--- config.mk ---
export PLATFORM = sky130hd
export DESIGN_NAME = fsic_cfg_arbiter
export DESIGN_NICKNAME = d
export VERILOG_FILES = /design/src/rtl/fsic_cfg_arbiter.sv
export SDC_FILE = /design/constraint.sdc
export NUM_CORES = 1
export LEC_CHECK = 0
export BUFFER_PORTS_ARGS = -buffer_cell sky130_fd_sc_hd__buf_2
export CORE_AREA = 2 2 140 142
export CTS_BUF_LIST = sky130_fd_sc_hd__clkbuf_8
export DETAILED_ROUTE_END_ITERATION = 10
export DIE_AREA = 0 0 142 144
export GPL_ROUTABILITY_DRIVEN = 1
export PLACE_DENSITY = 0.78
export SYNTH_ARGS = -nofsm -noshare
export SYNTH_HDL_FRONTEND = slang
export SYNTH_SLANG_ARGS = --single-unit
export TNS_END_PERCENT = 1
--- constraint.sdc ---
create_clock -name axi_clk -period 3.2 [get_ports axi_clk]
set_input_delay 0.16 -clock axi_clk [delete_from_list [all_inputs] [get_ports axi_clk]]
set_output_delay 0.16 -clock axi_clk [all_outputs]
set_load 0.005 [all_outputs]
--- src/rtl/fsic_cfg_arbiter.sv ---
// fsic_cfg_arbiter: round-robin share of the AXI-Lite config port between the
// management SoC path (m0) and the remote serdes path (m1), with response timeout.
module fsic_cfg_arbiter #(
    parameter int ADDR_WIDTH = 32,
    parameter int TIMEOUT    = 255
) (
    input  logic                  axi_clk,
    input  logic                  axi_reset_n,
    input  logic                  m0_req,
    input  logic                  m0_we,
    input  logic [ADDR_WIDTH-1:0] m0_addr,
    input  logic [31:0]           m0_wdata,
    input  logic [3:0]            m0_wstrb,
    output logic                  m0_ack,
    output logic [31:0]           m0_rdata,
    output logic                  m0_err,
    input  logic                  m1_req,
    input  logic                  m1_we,
    input  logic [ADDR_WIDTH-1:0] m1_addr,
    input  logic [31:0]           m1_wdata,
    input  logic [3:0]            m1_wstrb,
    output logic                  m1_ack,
    output logic [31:0]           m1_rdata,
    output logic                  m1_err,
    output logic                  awvalid,
    input  logic                  awready,
    output logic [ADDR_WIDTH-1:0] awaddr,
    output logic                  wvalid,
    input  logic                  wready,
    output logic [31:0]           wdata,
    output logic [3:0]            wstrb,
    input  logic                  bvalid,
    output logic                  bready,
    input  logic [1:0]            bresp,
    output logic                  arvalid,
    input  logic                  arready,
    output logic [ADDR_WIDTH-1:0] araddr,
    input  logic                  rvalid,
    output logic                  rready,
    input  logic [31:0]           rdata,
    input  logic [1:0]            rresp
);
    typedef enum logic [2:0] {IDLE, WR_ADDR, WR_RESP, RD_ADDR, RD_DATA, DONE} state_t;

    state_t                state, state_n;
    logic                  last_grant, gnt, gnt_n, res_err, timeout;
    logic [15:0]           cnt, cnt_n;
    logic [31:0]           res_data;
    logic [ADDR_WIDTH-1:0] addr;

    assign awaddr = addr;
    assign araddr = addr;

    always_comb begin
        state_n  = state;
        gnt_n    = gnt;
        cnt_n    = cnt + 16'd1;
        res_data = '0;
        res_err  = 1'b0;
        timeout  = state != IDLE && state != DONE && cnt + 16'd1 == 16'(TIMEOUT);
        case (state)
            IDLE: begin
                cnt_n = '0;
                if (m0_req || m1_req) begin
                    gnt_n   = (m0_req && m1_req) ? !last_grant : m1_req;
                    state_n = (gnt_n ? m1_we : m0_we) ? WR_ADDR : RD_ADDR;
                end
            end
            // a channel whose valid is already low has finished its handshake
            WR_ADDR: state_n = ((!awvalid || awready) && (!wvalid || wready)) ? WR_RESP : WR_ADDR;
            WR_RESP: if (bvalid) begin
                state_n = DONE;
                res_err = bresp != 2'b00;
            end
            RD_ADDR: state_n = arready ? RD_DATA : RD_ADDR;
            RD_DATA: if (rvalid) begin
                state_n  = DONE;
                res_data = rdata;
                res_err  = rresp != 2'b00;
            end
            default: begin
                state_n = IDLE;
                cnt_n   = '0;
            end
        endcase
        if (timeout) begin
            state_n  = DONE;
            res_data = '1;
            res_err  = 1'b1;
        end
    end

    always_ff @(posedge axi_clk or negedge axi_reset_n) begin
        if (!axi_reset_n) begin
            state      <= IDLE;
            cnt        <= '0;
            gnt        <= 1'b0;
            last_grant <= 1'b1;
            addr       <= '0;
            wdata      <= '0;
            wstrb      <= '0;
            awvalid    <= 1'b0;
            wvalid     <= 1'b0;
            arvalid    <= 1'b0;
            bready     <= 1'b1;
            rready     <= 1'b1;
            m0_ack     <= 1'b0;
            m0_rdata   <= '0;
            m0_err     <= 1'b0;
            m1_ack     <= 1'b0;
            m1_rdata   <= '0;
            m1_err     <= 1'b0;
        end else begin
            state   <= state_n;
            cnt     <= cnt_n;
            gnt     <= gnt_n;
            if (state == DONE) last_grant <= gnt;
            if (state == IDLE) begin
                addr  <= gnt_n ? m1_addr : m0_addr;
                wdata <= gnt_n ? m1_wdata : m0_wdata;
                wstrb <= gnt_n ? m1_wstrb : m0_wstrb;
            end
            awvalid <= state_n == WR_ADDR && (state == IDLE || (awvalid && !awready));
            wvalid  <= state_n == WR_ADDR && (state == IDLE || (wvalid && !wready));
            arvalid <= state_n == RD_ADDR;
            // ready in IDLE drains late responses from aborted transactions
            bready  <= state_n == IDLE || state_n == WR_RESP;
            rready  <= state_n == IDLE || state_n == RD_DATA;
            m0_ack  <= state_n == DONE && !gnt;
            m1_ack  <= state_n == DONE && gnt;
            if (state_n == DONE && !gnt) begin
                m0_rdata <= res_data;
                m0_err   <= res_err;
            end
            if (state_n == DONE && gnt) begin
                m1_rdata <= res_data;
                m1_err   <= res_err;
            end
        end
    end
endmodule

# After elaboration in Yosys (flattened, before gate mapping)
# Cells that the tools add are included.
[op_classes]
n_reduce_logical = 29
n_addsub = 1
n_eq_ne = 12
muxes = 23
[op_table]
columns = ["op", "count"]
rows = [
  ["$mux 32", 5],
  ["$add 16x1->16 const B", 1],
  ["$eq 16x8->1 const B", 1],
  ["$mux 16", 1],
  ["$mux 3", 5],
  ["$pmux 3 s5", 1],
  ["$eq 3x2->1 const B", 4],
  ["$eq 3x3->1 const B", 4],
  ["$logic_and 1x1->1", 10],
  ["$logic_or 1x1->1", 7],
  ["$mux 1", 7],
  ["$eq 3x1->1 const B", 2],
  ["$logic_not 1->1", 6],
  ["$logic_not 3->1", 2],
  ["$mux 2", 2],
  ["$mux 4", 1],
  ["$reduce_bool 2->1", 2],
  ["$reduce_or 4->1", 1],
  ["$ne 3x3->1 const B", 1],
  ["$reduce_bool 3->1", 1],
  ["$pmux 1 s2", 1],
]
[totals]
out_inout_bits = 173
reg_bits = 162
input_bits = 183

# Longest topological paths before layout
# Gate-level depths: netlist of run 1.
[logic_depth]
depth_word = 9
mapped_depth = 10

# Worst setup path after synthesis of run 1
# Ideal clock, no wire load.
[synth_path]
path_type = "register -> register"
start = "register cnt[0]"
end = "register m1_rdata[7]"
path_slack_ns = 0.705
stages_incl_launch_ff = 10
period_less_slack_ns = 2.495
setup_ns = 0.094
required_time_ns = 3.106
t_arrival_ns = 2.401
path_buffers = 2
cell_sequence = "dfrtp_1 -> ha_1 -> buf_2 -> xnor2_1 -> a2111oi_0 -> o2111ai_1 -> nor4_4 -> clkbuf_1 -> a211oi_1 -> a211oi_1"
[synth_via]
elab_chain_len = 6
[synth_lines]
columns = ["element", "line", "rtl"]
rows = [
  ["start, declared", "47", "logic [15:0] cnt, cnt_n;"],
  ["start signal, assigned", "115", "cnt <= cnt_n;"],
  ["$add 16x1->16 *", "60", "timeout = state != IDLE && state != DONE && cnt + 16'd1 == 16'(TIMEOUT);"],
  ["$eq 16x8->1 *", "60", ""],
  ["$logic_and 1x1->1 *", "60", ""],
  ["$mux 3", "86", "if (timeout) begin"],
  ["$eq 3x3->1", "135", "if (state_n == DONE && gnt) begin"],
  ["$logic_and 1x1->1", "135", ""],
  ["end signal, assigned", "136", "m1_rdata <= res_data;"],
  ["end, declared", "23", "output logic [31:0] m1_rdata,"],
]
# Every way passes the cells marked *; elsewhere a longest branch is shown, timed or not.
# A chain may end at the register's enable or synchronous reset.

# Final worst setup path of run 1
[layout_path]
start = "register cnt[0]"
end = "register m0_rdata[20]"
[layout_via]
elab_chain_len = 6
[layout_lines]
columns = ["element", "line", "rtl"]
rows = [
  ["$add 16x1->16 *", "60", ""],
  ["$eq 16x8->1 *", "60", ""],
  ["$logic_and 1x1->1 *", "60", ""],
  ["$mux 3", "86", ""],
  ["$eq 3x3->1", "131", "if (state_n == DONE && !gnt) begin"],
  ["$logic_and 1x1->1", "131", ""],
  ["end signal, assigned", "132", "m0_rdata <= res_data;"],
  ["end, declared", "15", "output logic [31:0] m0_rdata,"],
]
# Marks and branches as above.

==> impl_metrics.json, run 1 <==
{
  "nNetsFinal": 1558,
  "critical_path.slowest_cell": "dfrtp_1",
  "drc": 0,
  "dieArea_um2": 20450,
  "antenna_found_initial": 8,
  "slew_headroom_pct": 51.32,
  "critPathMaxFanout": 53,
  "drt-total-wl_um": 30330,
  "finalInstanceArea_um2": 11990,
  "globalRouteOverflowTotal": 0,
  "slew_viol_final": 0,
  "max_freq_ghz": 0.3580,
  "multi_input_area_um2": 3500,
  "crit_chain": "ha_1 -> xnor2_1 -> a2111oi_2 -> o2111ai_1 -> nor4_4 -> buf_4 -> buf_12 -> a211oi_1 -> a211oi_1",
  "setup.worst_path.start_class": "register",
  "clk_latency_ps": 480,
  "viasPerCell": 5.529,
  "setup_viol": 0,
  "leakage_nw": 5.571,
  "syn-num-nets": 1104,
  "wire_per_inst_um": 18.62,
  "vias": 9007,
  "drv_cap": 0,
  "ant_nets": 0,
  "ir_drop_v": 0.0005613,
  "critPathMaxStageDelay_ps": 440,
  "synth_cells": 919,
  "arrival_ps": 3170,
  "root_buffer": "clkbuf_8",
  "timing.final.crit_share_pct": 87.30,
  "rows": 51,
  "grt_pass1_wl_um": 46710,
  "grt_max_degree": 139,
  "avgSynthCellArea_um2": 8.777,
  "whs_ps": -1.680,
  "gp_congestion": 0.8471,
  "yosys_warnings": 0,
  "synthDistinctLibCells": 51,
  "drive_gt1_share_pct": 30.47,
  "boundaryPins": 356,
  "setup_ws_ps": 406.4,
  "core_area_um2": 19080,
  "p_per_area_nw_per_um2": 970.0,
  "drt_iter0_markers": 547,
  "synth_seq_area_share_pct": 50.30,
  "io_buffers": 355,
  "synthArstFlopShare_pct": 100.0,
  "clk_pin_slew_ps": 100,
  "ys_seq_elements": 162,
  "place_hpwl_um": 18630,
  "synth_edf_count": 0,
  "syn_area_um2": 8066,
  "finClkSkew_ps": 25.87,
  "h-tree-depth": 4,
  "grt_use_total_pct": 29.07,
  "nFillCells": 1457,
  "rsz0062_at_grt": "no",
  "fp.dieH_um": 144,
  "syn2layout_area_growth_pct": 48.67,
  "end_kind": "register",
  "criticalPathCategory": "reg2reg",
  "min_period_ps": 2794,
  "cts_num_sinks": 162,
  "seq_area_um2": 4058,
  "required_ps": 3570,
  "status": "finished with violations",
  "worst_pin_slew_ps": 730.3,
  "cts_max_path_buffers": 2,
  "die_x_um": 142,
  "final_hold_viol_count": 1,
  "pre_cts_ws_ps": 332.4,
  "cp_common_cell": "a211oi_1",
  "cts_made_buffers": 17,
  "cts_tree": "built",
  "postPlaceCellArea_um2": 9901,
  "start_util_pct": 42.28,
  "min_path_type": "in2reg",
  "fin_tns_setup_ps": 0,
  "violations": "negative hold slack",
  "first_global_vias": 9001,
  "first_pass_iters": 5,
  "synthFlopType": "dfrtp_1"
}
area by class of cell:
| cell class | count | area share, % |
|---|---|---|
| Inverter | 11 | 0.3443 |
| Tap cell | 238 | 2.483 |
| Timing Repair Buffer | 539 | 30.68 |
| Sequential cell | 162 | 33.83 |
| Multi-Input combinational cell | 642 | 29.18 |
| Antenna cell | 6 | 0.1252 |
| Clock buffer | 17 | 1.951 |
| Clock inverter | 14 | 1.398 |
critical path: cells and delay by family (launching register included):
kind                     cells  cell delay, ps
AO/OA/AOI/OAI                4             970
XOR/XNOR                     1             180
adder cells (fa/ha/maj)      1             320
buffers and inverters        2             450
flip-flops                   1             440
AND/OR/NAND/NOR              1             320
kinds of logic (layout without fill, tap and decap cells):
| family | count (synthesis) | after routing | synth area share [%] |
|---|---|---|---|
| flip-flops | 162 | 162 | 50.30 |
| AND/OR/NAND/NOR | 390 | 390 | 20.02 |
| AO/OA/AOI/OAI | 235 | 235 | 20.63 |
| multiplexers | 1 | 1 | 0.1241 |
| XOR/XNOR | 14 | 14 | 1.520 |
| adder cells (fa/ha/maj) | 2 | 2 | 0.3102 |
| buffers and inverters | 115 | 581 | 7.088 |
| other | 0 | 6 | 0 |
cells in the final DEF, fill, tap and decap left out, drive strengths merged, types with 2 or more instances in the layout:
master       instances
buf                373
a311oi               2
a211oi             133
a21o                 3
bufinv               2
dlygate4sd3        166
nor4b                2
inv                 21
and3                 3
nand2b               4
dfstp                3
nor4                 4
clkbuf              17
nor2               156
xor2                 4
nor2b                4
dfrtp              159
a21oi                7
nand2              185
ha                   2
o2111ai              3
nor3                14
nand4                2
and4                 2
diode                6
nand3                4
clkinv               2
or2                  2
and4b                2
and2                 2
o21ai               10
a31oi               69
xnor2               10
metrics by stage:
| stage | cells | util, % | power (mW) |
|---|---|---|---|
| after detailed placement | 1425 | 51.89 | 8.737 |
| after global routing | 1627 | 62.83 | 12.44 |
| after global placement | 1425 | 51.89 | 8.558 |
| after CTS | 1622 | 62.71 | 11.38 |
| after floorplan | 919 | - | 6.798 |
| final | 1629 | 62.86 | 11.63 |
registers in the layout (all words and copies together) (netlist names), 3 cells and up:
name / flops
araddr: 32
cnt: 16
m0_rdata: 32
m1_rdata: 32
state: 3
wdata: 32
wstrb: 4
report_power, final:
group	leakage [nW]	switching, mW	internal, mW
clock	0.209	0.882	0.720
combinational	3.35	3.24	2.99
sequential	2.02	0.788	3.01
per-layer routing:
metal | wire (µm) | track usage (%)
met5 | 27 | 0
met4 | 1786 | 17.21
met3 | 2145 | 8.146
met2 | 15110 | 48.49
met1 | 11260 | 33.54
synth_stat cells, types with 3 or more instances:
cell       instances  share of area, %
a211oi_1         133                12
a21o_1             3              0.28
a21oi_1            7              0.43
a31oi_1           69               5.4
and3_1             3              0.23
buf_1              4              0.19
buf_2              6              0.37
buf_4             35               3.3
clkbuf_1          58               2.7
dfrtp_1          159                49
dfstp_2            3              0.98
inv_1              9              0.42
nand2_1          185               8.6
nand2b_1           4              0.31
nand3_1            3              0.19
nor2_1           156               7.3
nor2b_1            4              0.31
nor3_1            14              0.87
nor4_1             3              0.23
o2111ai_1          3              0.33
o21ai_0            9              0.56
xnor2_1           10               1.1
xor2_1             4              0.43
path summary, 6_finish.rpt:
kind,start,end,slack [ps],cells past startpoint
max,cnt[0],m0_rdata[20],410,9
min,m0_wdata[24],wdata[24],-2,3
max reg2reg,cnt[0],m0_rdata[20],410,9
min reg2reg,last_grant,last_grant,490,2
max in group asynchronous,axi_reset_n,wdata[24],2010,3
min in group asynchronous,axi_reset_n,m1_rdata[8],290,2
repair_timing:
item | 4_1_cts | 5_1_grt
gates resized for setup | 0 | 2
buffers inserted | 0 | 1
setup endpoints to repair | 0 | 32
hold endpoints to repair | 201 | 0
hold buffers | 166 | 0
(Power assumes the default switching activity.)
==> run 2, diff against run 1 <==
REMOVE_ABC_BUFFERS = 1   (was default)
==> run 2 against run 1 <==
  * The flow now finishes without violations
  * Largest power group unchanged
  * Largest cell class unchanged
  * Hold slack better by 36 ps
  * Wire length is 2.3% lower
  * Worst setup slack worse by 67 ps
  * Die area stayed put
  * Design area is 0.47% lower
  * Highest routed layer is now met4
==> impl_metrics.json, run 2 (synthesis gave the netlist of run 1 again) <==
{
  "drt-total-wl_um": 29630,
  "syn2layout_area_growth_pct": 47.98,
  "min_period_ps": 2861,
  "p_int_mw": 6.581,
  "arrival_ps": 3250,
  "setup.worst_path.start_class": "register",
  "layout_common_cells": "buf_2 (354), nand2_1 (185), dlygate4sd3_1 (169), dfrtp_1 (159), nor2_1 (156)",
  "dieArea_um2": 20450,
  "pwr-share-seq_pct": 33.2,
  "criticalPathCategory": "reg2reg",
  "critPathMaxStageDelay_ps": 600,
  "leakage_nw": 5.545,
  "cts_num_sinks": 162,
  "antenna_found_initial": 3,
  "grt_use_total_pct": 28.34,
  "grt_max_degree": 139,
  "cts_setup_buffers": 0,
  "h-tree-depth": 4,
  "dpl.cell_count": 1425,
  "gp_congestion": 0.8467,
  "fp.dieH_um": 144,
  "max_freq_ghz": 0.3496,
  "setup_viol": 0,
  "slew_viol_final": 0,
  "nNetsFinal": 1560,
  "boundaryPins": 356,
  "place_hpwl_um": 18110,
  "viasPerCell": 5.514,
  "holdPathStages": 4,
  "p_total_mw": 11.42,
  "p_per_area_nw_per_um2": 957.0,
  "status": "complete, no violations",
  "vias": 8982,
  "rsz0062_at_grt": "no",
  "globalRouteOverflowTotal": 0,
  "die_x_um": 142,
  "worstHoldEndpoint": "awvalid",
  "worstRegToRegCells": 8,
  "drive_gt1_share_pct": 30.26,
  "slew_headroom_pct": 50.53,
  "critPathMaxFanout": 68,
  "wire_per_inst_um": 18.19,
  "rrSetupSlack_ps": 340,
  "finClkSkew_ps": 24.19,
  "final_hold_viol_count": 0,
  "netSwitchingFraction_pct": 42.39,
  "final_common_cell": "buf_2",
  "clk_pin_slew_ps": 100,
  "nFillCells": 1469,
  "timing.final.crit_share_pct": 89.40,
  "drc": 0,
  "core_area_um2": 19080,
  "min_path_type": "in2reg",
  "drv_cap": 0,
  "p_comb_share_pct": 54.4,
  "clockPowerShare_pct": 12.4,
  "ant_nets": 0,
  "timing.rr.end": "araddr[6]",
  "regToRegStartpoint": "state[0]",
  "start_util_pct": 42.28,
  "cp_top_family": "buffers and inverters",
  "worst_pin_slew_ps": 742.1,
  "fin_tns_setup_ps": 0,
  "required_ps": 3590,
  "cts_made_buffers": 17,
  "cts_tree": "built",
  "root_buffer": "clkbuf_8",
  "pre_cts_ws_ps": 396.5,
  "worstHoldStart": "awready",
  "ir_drop_v": 0.0007983,
  "setup_ws_ps": 339.2,
  "critical_path.slowest_cell": "dlygate4sd3_1",
  "crit_chain": "buf_4 -> nor2_1 -> nand2_1 -> o21ai_4 -> buf_4 -> nand2_1 -> a31oi_1 -> dlygate4sd3_1",
  "rows": 51,
  "io_buffers": 355,
  "first_global_vias": 8778,
  "power.switching_mw": 4.843,
  "cts_max_path_buffers": 2,
  "clk_latency_ps": 460,
  "worstPathBufferInverterCount": 3,
  "drt_iter0_markers": 594,
  "first_pass_iters": 5,
  "final_cell_count_no_fill": 1629,
  "final_core_util_pct": 62.56,
  "grt_pass1_wl_um": 45230,
  "end_kind": "register"
}
==> run 2: area by class of cell <==
cell class | count | area, µm² | share of cell area, %
Multi-Input combinational cell | 642 | 3493 | 29.27
Tap cell | 238 | 297.8 | 2.495
Clock buffer | 17 | 234.0 | 1.960
Clock inverter | 15 | 127.6 | 1.069
Sequential cell | 162 | 4058 | 33.99
Timing Repair Buffer | 541 | 3677 | 30.81
Antenna cell | 3 | 7.507 | 0.06289
Inverter | 11 | 41.29 | 0.3459
==> run 2: worst max path at each step <==
stage / startpoint / to / slack [ps] / cells after the start
after floorplan: state[2] / araddr[0] / -7130 / 6
after global placement: cnt[0] / awvalid / 510 / 8
after detailed placement: cnt[0] / m1_rdata[15] / 400 / 8
after CTS: cnt[0] / m0_rdata[20] / 380 / 8
after global routing: cnt[0] / m0_rdata[20] / 100 / 8
final: state[0] / araddr[6] / 340 / 8
==> run 2: per-stage QoR <==
step | hold WS [ps] | area, µm²
floorplan | -135.6 | 7536
global placement | 183.3 | 9876
detailed placement | 186.9 | 9876
CTS | 0.2765 | 11930
global route | 19.66 | 11930
finish | 34.67 | 11940
==> run 2: power by group through the flow <==
stage	Sequential, mW	Clock [mW]	Combinational (mW)
2_1_floorplan	3.82	0	2.41
3_3_place_gp	3.73	0	4.75
3_5_place_dp	3.76	0	4.89
4_1_cts	3.74	1.44	5.98
5_1_grt	3.90	1.54	6.81
6_report	3.79	1.42	6.22
==> run 2: timing repair <==
action | 4_1_cts | 5_1_grt
resized for setup | 0 | 0
hold endpoints to repair | 193 | 0
endpoints found under the setup margin | 0 | 0
hold buffers | 169 | 0
==> run 2: worst register-to-register path: stages, from the launching register on <==
cell           delay, ps
dfrtp_1              410
buf_4                200
nor2_1               150
nand2_1              180
o21ai_4              200
buf_4                580
nand2_1              230
a31oi_1              260
dlygate4sd3_1        600
==> run 2: metal layers <==
metal	vias to the layer above	global-route usage [%]	part of all wire [%]
met2	518	47.06	48
met4	0	15.68	5.3
met3	108	6.159	7.7
met5	-	0	0
met1	4248	34.47	39
li1	4108	-	-
